==> src/rtl/gmii_frame_gen.sv <==
// GMII transmit stimulus source: preamble, SFD, incrementing/LFSR payload and IFG, with optional single TX_ER per frame.
// All outputs registered one cycle behind the FSM state; no backpressure, the PCS always accepts a byte per cycle.
module gmii_frame_gen #(
    parameter int         PREAMBLE_LEN = 7,
    parameter int         IFG_MIN      = 12,
    parameter int         LEN_W        = 16,
    parameter int         CNT_W        = 16,
    parameter logic [7:0] SEED         = 8'h01
) (
    input  logic             Clk,
    input  logic             mr_main_reset,
    input  logic             start,
    input  logic             stop,
    input  logic             mode,
    input  logic [LEN_W-1:0] frame_len,
    input  logic [CNT_W-1:0] num_frames,
    input  logic [7:0]       ifg,
    input  logic             err_en,
    input  logic [LEN_W-1:0] err_index,
    output logic [7:0]       TXD,
    output logic             TX_EN,
    output logic             TX_ER,
    output logic             busy,
    output logic             frame_done,
    output logic [CNT_W-1:0] frames_sent
);

    typedef enum logic [2:0] {IDLE, PRE, SFD, DATA, GAP} state_t;

    localparam logic [LEN_W-1:0] PRE_LAST = LEN_W'(PREAMBLE_LEN - 1);
    localparam logic [7:0]       GAP_MIN  = 8'(IFG_MIN);

    state_t           state_q, state_d;
    logic [LEN_W-1:0] cnt_q, cnt_d;
    logic [LEN_W-1:0] len_q, len_d;
    logic [LEN_W-1:0] eidx_q, eidx_d;
    logic [CNT_W-1:0] nfr_q, nfr_d;
    logic [CNT_W-1:0] burst_q, burst_d;
    logic [CNT_W-1:0] sent_q, sent_d;
    logic [7:0]       gap_q, gap_d;
    logic [7:0]       pay_q, pay_d;
    logic [7:0]       txd_q, txd_d;
    logic             mode_q, mode_d;
    logic             een_q, een_d;
    logic             stop_q, stop_d;
    logic             en_q, en_d;
    logic             er_q, er_d;
    logic             busy_q, busy_d;
    logic             done_q, done_d;

    always_comb begin
        state_d = state_q;
        cnt_d   = cnt_q;
        len_d   = len_q;
        eidx_d  = eidx_q;
        nfr_d   = nfr_q;
        burst_d = burst_q;
        sent_d  = sent_q;
        gap_d   = gap_q;
        pay_d   = pay_q;
        mode_d  = mode_q;
        een_d   = een_q;
        txd_d   = 8'h00;
        en_d    = 1'b0;
        er_d    = 1'b0;
        done_d  = 1'b0;
        busy_d  = (state_q != IDLE);
        // stop is sticky once captured while busy; only the transition to IDLE clears it
        stop_d  = stop_q | (stop && state_q != IDLE);

        case (state_q)
            IDLE: begin
                if (start) begin
                    state_d = PRE;
                    cnt_d   = '0;
                    len_d   = (frame_len == '0) ? LEN_W'(1) : frame_len;
                    eidx_d  = err_index;
                    nfr_d   = num_frames;
                    burst_d = '0;
                    gap_d   = (ifg < GAP_MIN) ? GAP_MIN : ifg;
                    mode_d  = mode;
                    een_d   = err_en;
                end
            end
            PRE: begin
                en_d  = 1'b1;
                txd_d = 8'h55;
                if (cnt_q == PRE_LAST) begin
                    state_d = SFD;
                    cnt_d   = '0;
                end else begin
                    cnt_d = cnt_q + LEN_W'(1);
                end
            end
            SFD: begin
                en_d    = 1'b1;
                txd_d   = 8'hD5;
                state_d = DATA;
                cnt_d   = '0;
                pay_d   = SEED;
            end
            DATA: begin
                en_d  = 1'b1;
                txd_d = pay_q;
                er_d  = een_q && (cnt_q == eidx_q);
                pay_d = mode_q ? {pay_q[6:0], pay_q[7] ^ pay_q[5] ^ pay_q[4] ^ pay_q[3]}
                               : pay_q + 8'd1;
                if (cnt_q == len_q - LEN_W'(1)) begin
                    done_d  = 1'b1;
                    sent_d  = sent_q + CNT_W'(1);
                    burst_d = burst_q + CNT_W'(1);
                    state_d = GAP;
                    cnt_d   = '0;
                end else begin
                    cnt_d = cnt_q + LEN_W'(1);
                end
            end
            GAP: begin
                if (cnt_q == LEN_W'(gap_q) - LEN_W'(1)) begin
                    cnt_d = '0;
                    if (stop_d || (nfr_q != '0 && burst_q == nfr_q)) begin
                        state_d = IDLE;
                        stop_d  = 1'b0;
                    end else begin
                        state_d = PRE;
                    end
                end else begin
                    cnt_d = cnt_q + LEN_W'(1);
                end
            end
            default: state_d = IDLE;
        endcase
    end

    always_ff @(posedge Clk or posedge mr_main_reset) begin
        if (mr_main_reset) begin
            state_q <= IDLE;
            cnt_q   <= '0;
            len_q   <= '0;
            eidx_q  <= '0;
            nfr_q   <= '0;
            burst_q <= '0;
            sent_q  <= '0;
            gap_q   <= '0;
            pay_q   <= '0;
            mode_q  <= 1'b0;
            een_q   <= 1'b0;
            stop_q  <= 1'b0;
            txd_q   <= 8'h00;
            en_q    <= 1'b0;
            er_q    <= 1'b0;
            busy_q  <= 1'b0;
            done_q  <= 1'b0;
        end else begin
            state_q <= state_d;
            cnt_q   <= cnt_d;
            len_q   <= len_d;
            eidx_q  <= eidx_d;
            nfr_q   <= nfr_d;
            burst_q <= burst_d;
            sent_q  <= sent_d;
            gap_q   <= gap_d;
            pay_q   <= pay_d;
            mode_q  <= mode_d;
            een_q   <= een_d;
            stop_q  <= stop_d;
            txd_q   <= txd_d;
            en_q    <= en_d;
            er_q    <= er_d;
            busy_q  <= busy_d;
            done_q  <= done_d;
        end
    end

    assign TXD         = txd_q;
    assign TX_EN       = en_q;
    assign TX_ER       = er_q;
    assign busy        = busy_q;
    assign frame_done  = done_q;
    assign frames_sent = sent_q;

endmodule

==> config.mk <==
export PLATFORM = sky130hd
export DESIGN_NAME = gmii_frame_gen
export DESIGN_NICKNAME = d
export VERILOG_FILES = /design/src/rtl/gmii_frame_gen.sv
export SDC_FILE = /design/constraint.sdc
export NUM_CORES = 1
export LEC_CHECK = 0
export CORE_MARGIN = 3
export CORE_UTILIZATION = 45
export CTS_BUF_LIST = sky130_fd_sc_hd__clkbuf_8 sky130_fd_sc_hd__clkbuf_16
export DETAILED_ROUTE_END_ITERATION = 10
export GPL_TIMING_DRIVEN = 0
export HOLD_SLACK_MARGIN = 0.03
export PLACE_DENSITY_LB_ADDON = 0.25
export SYNTH_ARGS = -nofsm -noshare
export SYNTH_HDL_FRONTEND = slang
export SYNTH_SLANG_ARGS = --single-unit
export TNS_END_PERCENT = 50
==> constraint.sdc <==
create_clock -name Clk -period 3.8 [get_ports Clk]
set_input_delay 0.57 -clock Clk [delete_from_list [all_inputs] [get_ports Clk]]
set_output_delay 0.57 -clock Clk [all_outputs]
set_load 0.05 [all_outputs]
Word level (Yosys, flattened, before mapping)
Cells that the tools add are included.
Storage, ports and cells
  register bits after elaboration: 130
  logic and storage cells: 83
  input bits: 62
  output and inout bits: 28
Cells by class
  add/subtract/negate cells: 6
  reductions and logical operators: 17
  $lt $le $gt $ge: 1
  equality and inequality tests: 13
  bitwise operators: 4
  muxes and demuxes: 25
Operators with widths (number)
  16-bit 2-to-1 mux: 6
  16-bit one-hot mux with 5 select lines: 1
  16-bit equality test: 4
  16-bit by 1-bit adder with 16-bit output, second input constant: 3
  16-bit one-hot mux with 2 select lines: 1
  8-bit one-hot mux with 3 select lines: 1
  16-bit by 3-bit equality test with 1-bit output, second input constant: 1
  16-bit zero test: 1
  8-bit 2-to-1 mux: 2
  8-bit one-hot mux with 2 select lines: 1
  16-bit nonzero test: 1
  16-bit by 1-bit subtractor with 16-bit output, second input constant: 1
  3-bit one-hot mux with 5 select lines: 1
  3-bit 2-to-1 mux: 4
  8-bit by 1-bit subtractor with 9-bit output, second input constant: 1
  8-bit by 1-bit adder with 8-bit output, second input constant: 1
  8-bit by 4-bit < comparator with 1-bit output, second input constant: 1
  1-bit 2-to-1 mux: 8
  2-bit inequality test, second input constant: 4
  3-bit by 2-bit equality test with 1-bit output, second input constant: 2
  2-bit AND reduction: 3
  5-bit nonzero test: 1
  4-bit AND reduction: 1
  2-bit nonzero test: 2
  other kinds (10): 14

Logic depth before layout (Yosys ltp)
  word-level depth: 7
  mapped depth: 13
  depth with buffers taken out: 11

Worst setup path after synthesis
No wires, ideal clock.
  kind: reg2reg
  from: reg len_q[0]
  to: reg burst_q[11]
  setup time: 0.078 ns
  path buffers: 1
  data required time: 3.722 ns
  arrival time: 3.176 ns
  period minus slack after synthesis: 3.254 ns
  cell stages (with the launch flop): 12
  slack: 0.546 ns
  cells stage by stage: dfrtp_1 -> inv_1 -> ha_1 -> buf_2 -> or4b_2 -> nor3_1 -> and4_1 -> o22ai_1 -> nor4_2 -> nand3_1 -> or4_1 -> a21oi_1
Between the ends
  cells in the longest elaborated chain, start to end: 4
RTL lines
  start: declaration: RTL line 35  | logic [LEN_W-1:0] len_q, len_d;
  start signal: assignment: RTL line 157  | len_q <= len_d;
  16-bit by 1-bit subtractor with 16-bit output: RTL line 108  | if (cnt_q == len_q - LEN_W'(1)) begin
  16-bit equality test: RTL line 108
  2-bit inequality test (no line)
  3-bit AND reduction (no line)
  end signal: assignment: RTL line 160  | burst_q <= burst_d;
  end: declaration: RTL line 38  | logic [CNT_W-1:0] burst_q, burst_d;
No other way between the ends.
A chain may end at the register's enable or synchronous reset.

Final worst setup path
Same ends and word-level chain as after synthesis.

==> impl_metrics.py <==
metrics = {
    "yosys": {
        "avgSynthCellArea_um2": 8.71,
        "seq_area_frac_synth": 0.460,
        "netlist_area_um2": 7070,
        "ys_seq_elements": 130,
        "synth_top_family_by_area": "simple AND/OR/NAND/NOR gates",
        "yosysTopAreaCellShare": 0.460,
        "synth_cells": 812,
        "ys.flop_type": "dfrtp_1",
        "synth_adder_area_share": 0.0124,
        "synthTopCellsByArea": "dfrtp_1, nand2_1, xnor2_1",
        "syn_nets": 881,
        "synth-compound-area-share": 0.104,
        "ys_warn_count": 0,
        "synth-xor-area-share": 0.104,
        "yosysTopAreaCell": "dfrtp_1",
        "synth_mux_area_frac": 0.00708,
        "synthSimpleGateAreaFrac": 0.275,
        "async_flop_share": 1.00,
        "synth_cell_types": 52,
        "synth_edf_count": 0,
    },
    "die": {
        "fp.dieW_um": 131,
        "num_rows": 45,
        "initial_core_util": 0.462,
        "die-area_um2": 17300,
        "core_um2": 15300,
        "io_pins": 90,
        "die_y_um": 131,
    },
    "timing": {
        "min_period_ns": 3.60,
        "finalHoldViolCount": 0,
        "worst_slew_pin_slew_ns": 0.701,
        "timing.final.max_slew_violations": 0,
        "fin_crit_sh": 0.947,
        "finalSetupViolCount": 0,
        "max_clock_freq_mhz": 278,
        "slew-limit-headroom": 0.533,
        "finalClockSkew_ns": 0.00856,
        "setup_tns_ns": 0,
        "setup_slack_ns": 0.201,
    },
    "cts": {
        "cts_sinks": 130,
        "numCtsBuffers": 17,
        "clk_pin_slew_ns": 0.06,
        "cts_tree": "yes",
        "h-tree-depth": 4,
        "root_buffer": "clkbuf_16",
        "clkLatencyLatePin_ns": 0.43,
        "cts_setup_buffers": 0,
        "ctsLongestPathBuffers": 2,
        "hold_buffers": 0,
    },
    "setup_path": {
        "cp.arrival_ns": 3.94,
        "cp-end-kind": "flip-flop",
        "cpMaxStageDelayCell": "or4b_2",
        "cp_num_buf_inv": 2,
        "critPathLaunchType": "flip-flop",
        "critPathKind": "flip-flop to flip-flop",
        "cp_data_required_time_ns": 4.14,
        "crit_family": "simple AND/OR/NAND/NOR gates",
        "cpPeakStageDelay_ns": 0.65,
        "cp_max_fo": 10,
        "cp_cell_sequence": "inv_1 > ha_1 > buf_2 > or4b_2 > nor3_2 > and4_1 > o22ai_1 > nor4_4 > nand3_4 > or4_1 > a21oi_1",
    },
    "power": {
        "ir_drop_uv": 382,
        "leakage_nw": 4.03,
        "powerDensity_nw_per_um2": 740,
        "power.total_w": 0.00663,
    },
    "place": {
        "port_buffers": 89,
        "gp_congestion": 0.901,
        "dpl.hpwl_mm": 13.3,
        "dpl_worst_slack_ns": -0.146,
        "placedInstanceArea_um2": 8290,
    },
    "cells_and_area": {
        "final_cell_mix": "nand2_1, dfrtp_1, clkdlybuf4s50_1",
        "nets": 992,
        "areaGrowthSynthToFinish_pct": 26.6,
        "final_common_cell": "nand2_1",
        "drive_gt1_frac": 0.0641,
        "fin_area_um2": 8960,
        "final_util": 0.585,
        "num_antenna_cells": 0,
    },
    "routing": {
        "ant_nets": 0,
        "drc": 0,
        "first_pass_iters": 5,
        "routedWlPerCell_um": 15.9,
        "num_vias": 6220,
        "drt_iter0_drc": 522,
        "drt-total-wl_mm": 18.3,
        "vias_per_cell": 5.42,
    },
    "worst_hold_path": {
        "hp-class": "flip-flop to flip-flop",
    },
    "global_route": {
        "grt_usage": 0.220,
        "antenna_found_initial": 0,
        "grt_pass1_wl_mm": 30.9,
        "grt_max_degree": 40,
        "grt-ovfl-total": 0,
        "grt_pass1_vias": 6081,
    },
    "flow_run": {
        "maxCapViolCount": 0,
    },
    "outcome": {
        "outcome": "finished, final reports clean",
    },
}
[registers in the layout, indices dropped and copies added (netlist names)]
signal	cells
len_q	16
frames_sent	16
TXD	8
burst_q	16
TX_EN	1
frame_done	1
eidx_q	16
busy	1
TX_ER	1
nfr_q	16
een_q	1
mode_q	1
cnt_q	16
pay_q	8
stop_q	1
gap_q	8
state_q	3
[area by class of cell]
type	count	area, um2
multi-input cells	616	3590
repair buffers	92	951
plain buffers	46	190
clock inverters	12	154
flip-flops and latches	130	3250
fillers	1370	6360
inverters	20	82.6
well taps	211	264
clock buffers	20	467
[report_power, final]
part | internal, W | switching [W]
registers | 0.00188 | 0.000564
clock network | 0.00108 | 0.000635
logic | 0.00105 | 0.00141
total | 0.00402 | 0.00261
[worst reg2reg max path, stage by stage, from the launching register on]
cell	delay, ns
dfrtp_2	0.45
inv_1	0.11
ha_1	0.15
buf_2	0.18
or4b_2	0.65
nor3_2	0.19
and4_1	0.24
o22ai_1	0.13
nor4_4	0.46
nand3_4	0.24
or4_1	0.55
a21oi_1	0.15
[metal layers]
| metal | wire length (um) | track usage | share of wire | vias up |
|---|---|---|---|---|
| li1 | - | - | - | 3024 |
| met1 | 8810 | 0.324 | 0.48 | 2935 |
| met2 | 7950 | 0.327 | 0.44 | 233 |
| met3 | 1150 | 0.0467 | 0.063 | 28 |
| met4 | 345 | 0.0683 | 0.019 | 0 |
| met5 | 0 | 0 | 0 | - |
[repair_timing]
item	CTS	global route
pin swaps	0	1
endpoints found under the setup margin	7	29
gates resized for setup	2	7
[stage by stage]
| stage | hold slack (ns) | instances |
|---|---|---|
| floorplan | 0.445 | 812 |
| CTS | 0.469 | 1147 |
| finish | 0.460 | 1147 |
| global route | 0.511 | 1147 |
| global placement | 0.455 | 1112 |
| detailed placement | 0.462 | 1115 |
[kinds of logic (layout without fill, tap and decap cells)]
| group | after synthesis | count (layout) |
|---|---|---|
| flops | 130 | 130 |
| compound gates | 112 | 112 |
| simple gates | 408 | 408 |
| fa+ha+maj | 7 | 7 |
| xor+xnor | 84 | 84 |
| buf+inv | 66 | 190 |
| mux | 5 | 5 |
[final timing paths]
check,end,start,slack (ns),depth (start not counted)
max,burst_q[11],len_q[0],0.20,11
min,frames_sent[15],frames_sent[15],0.46,1
max reg2reg,burst_q[11],len_q[0],0.20,11
min reg2reg,frames_sent[15],frames_sent[15],0.46,1
max in group asynchronous,nfr_q[15],mr_main_reset,2.45,4
min in group asynchronous,len_q[10],mr_main_reset,0.53,2
[cell usage after synthesis, types with 14 or more instances]
master	number
a21o_1	14
a21oi_1	19
clkbuf_1	37
dfrtp_1	130
inv_1	20
nand2_1	209
nand3_1	23
nand4_1	24
nor2_1	44
nor3_1	21
nor4_1	25
o21ai_0	36
or4_1	14
xnor2_1	48
xor2_1	36
Note: power is estimated with default switching activity, not from simulation.
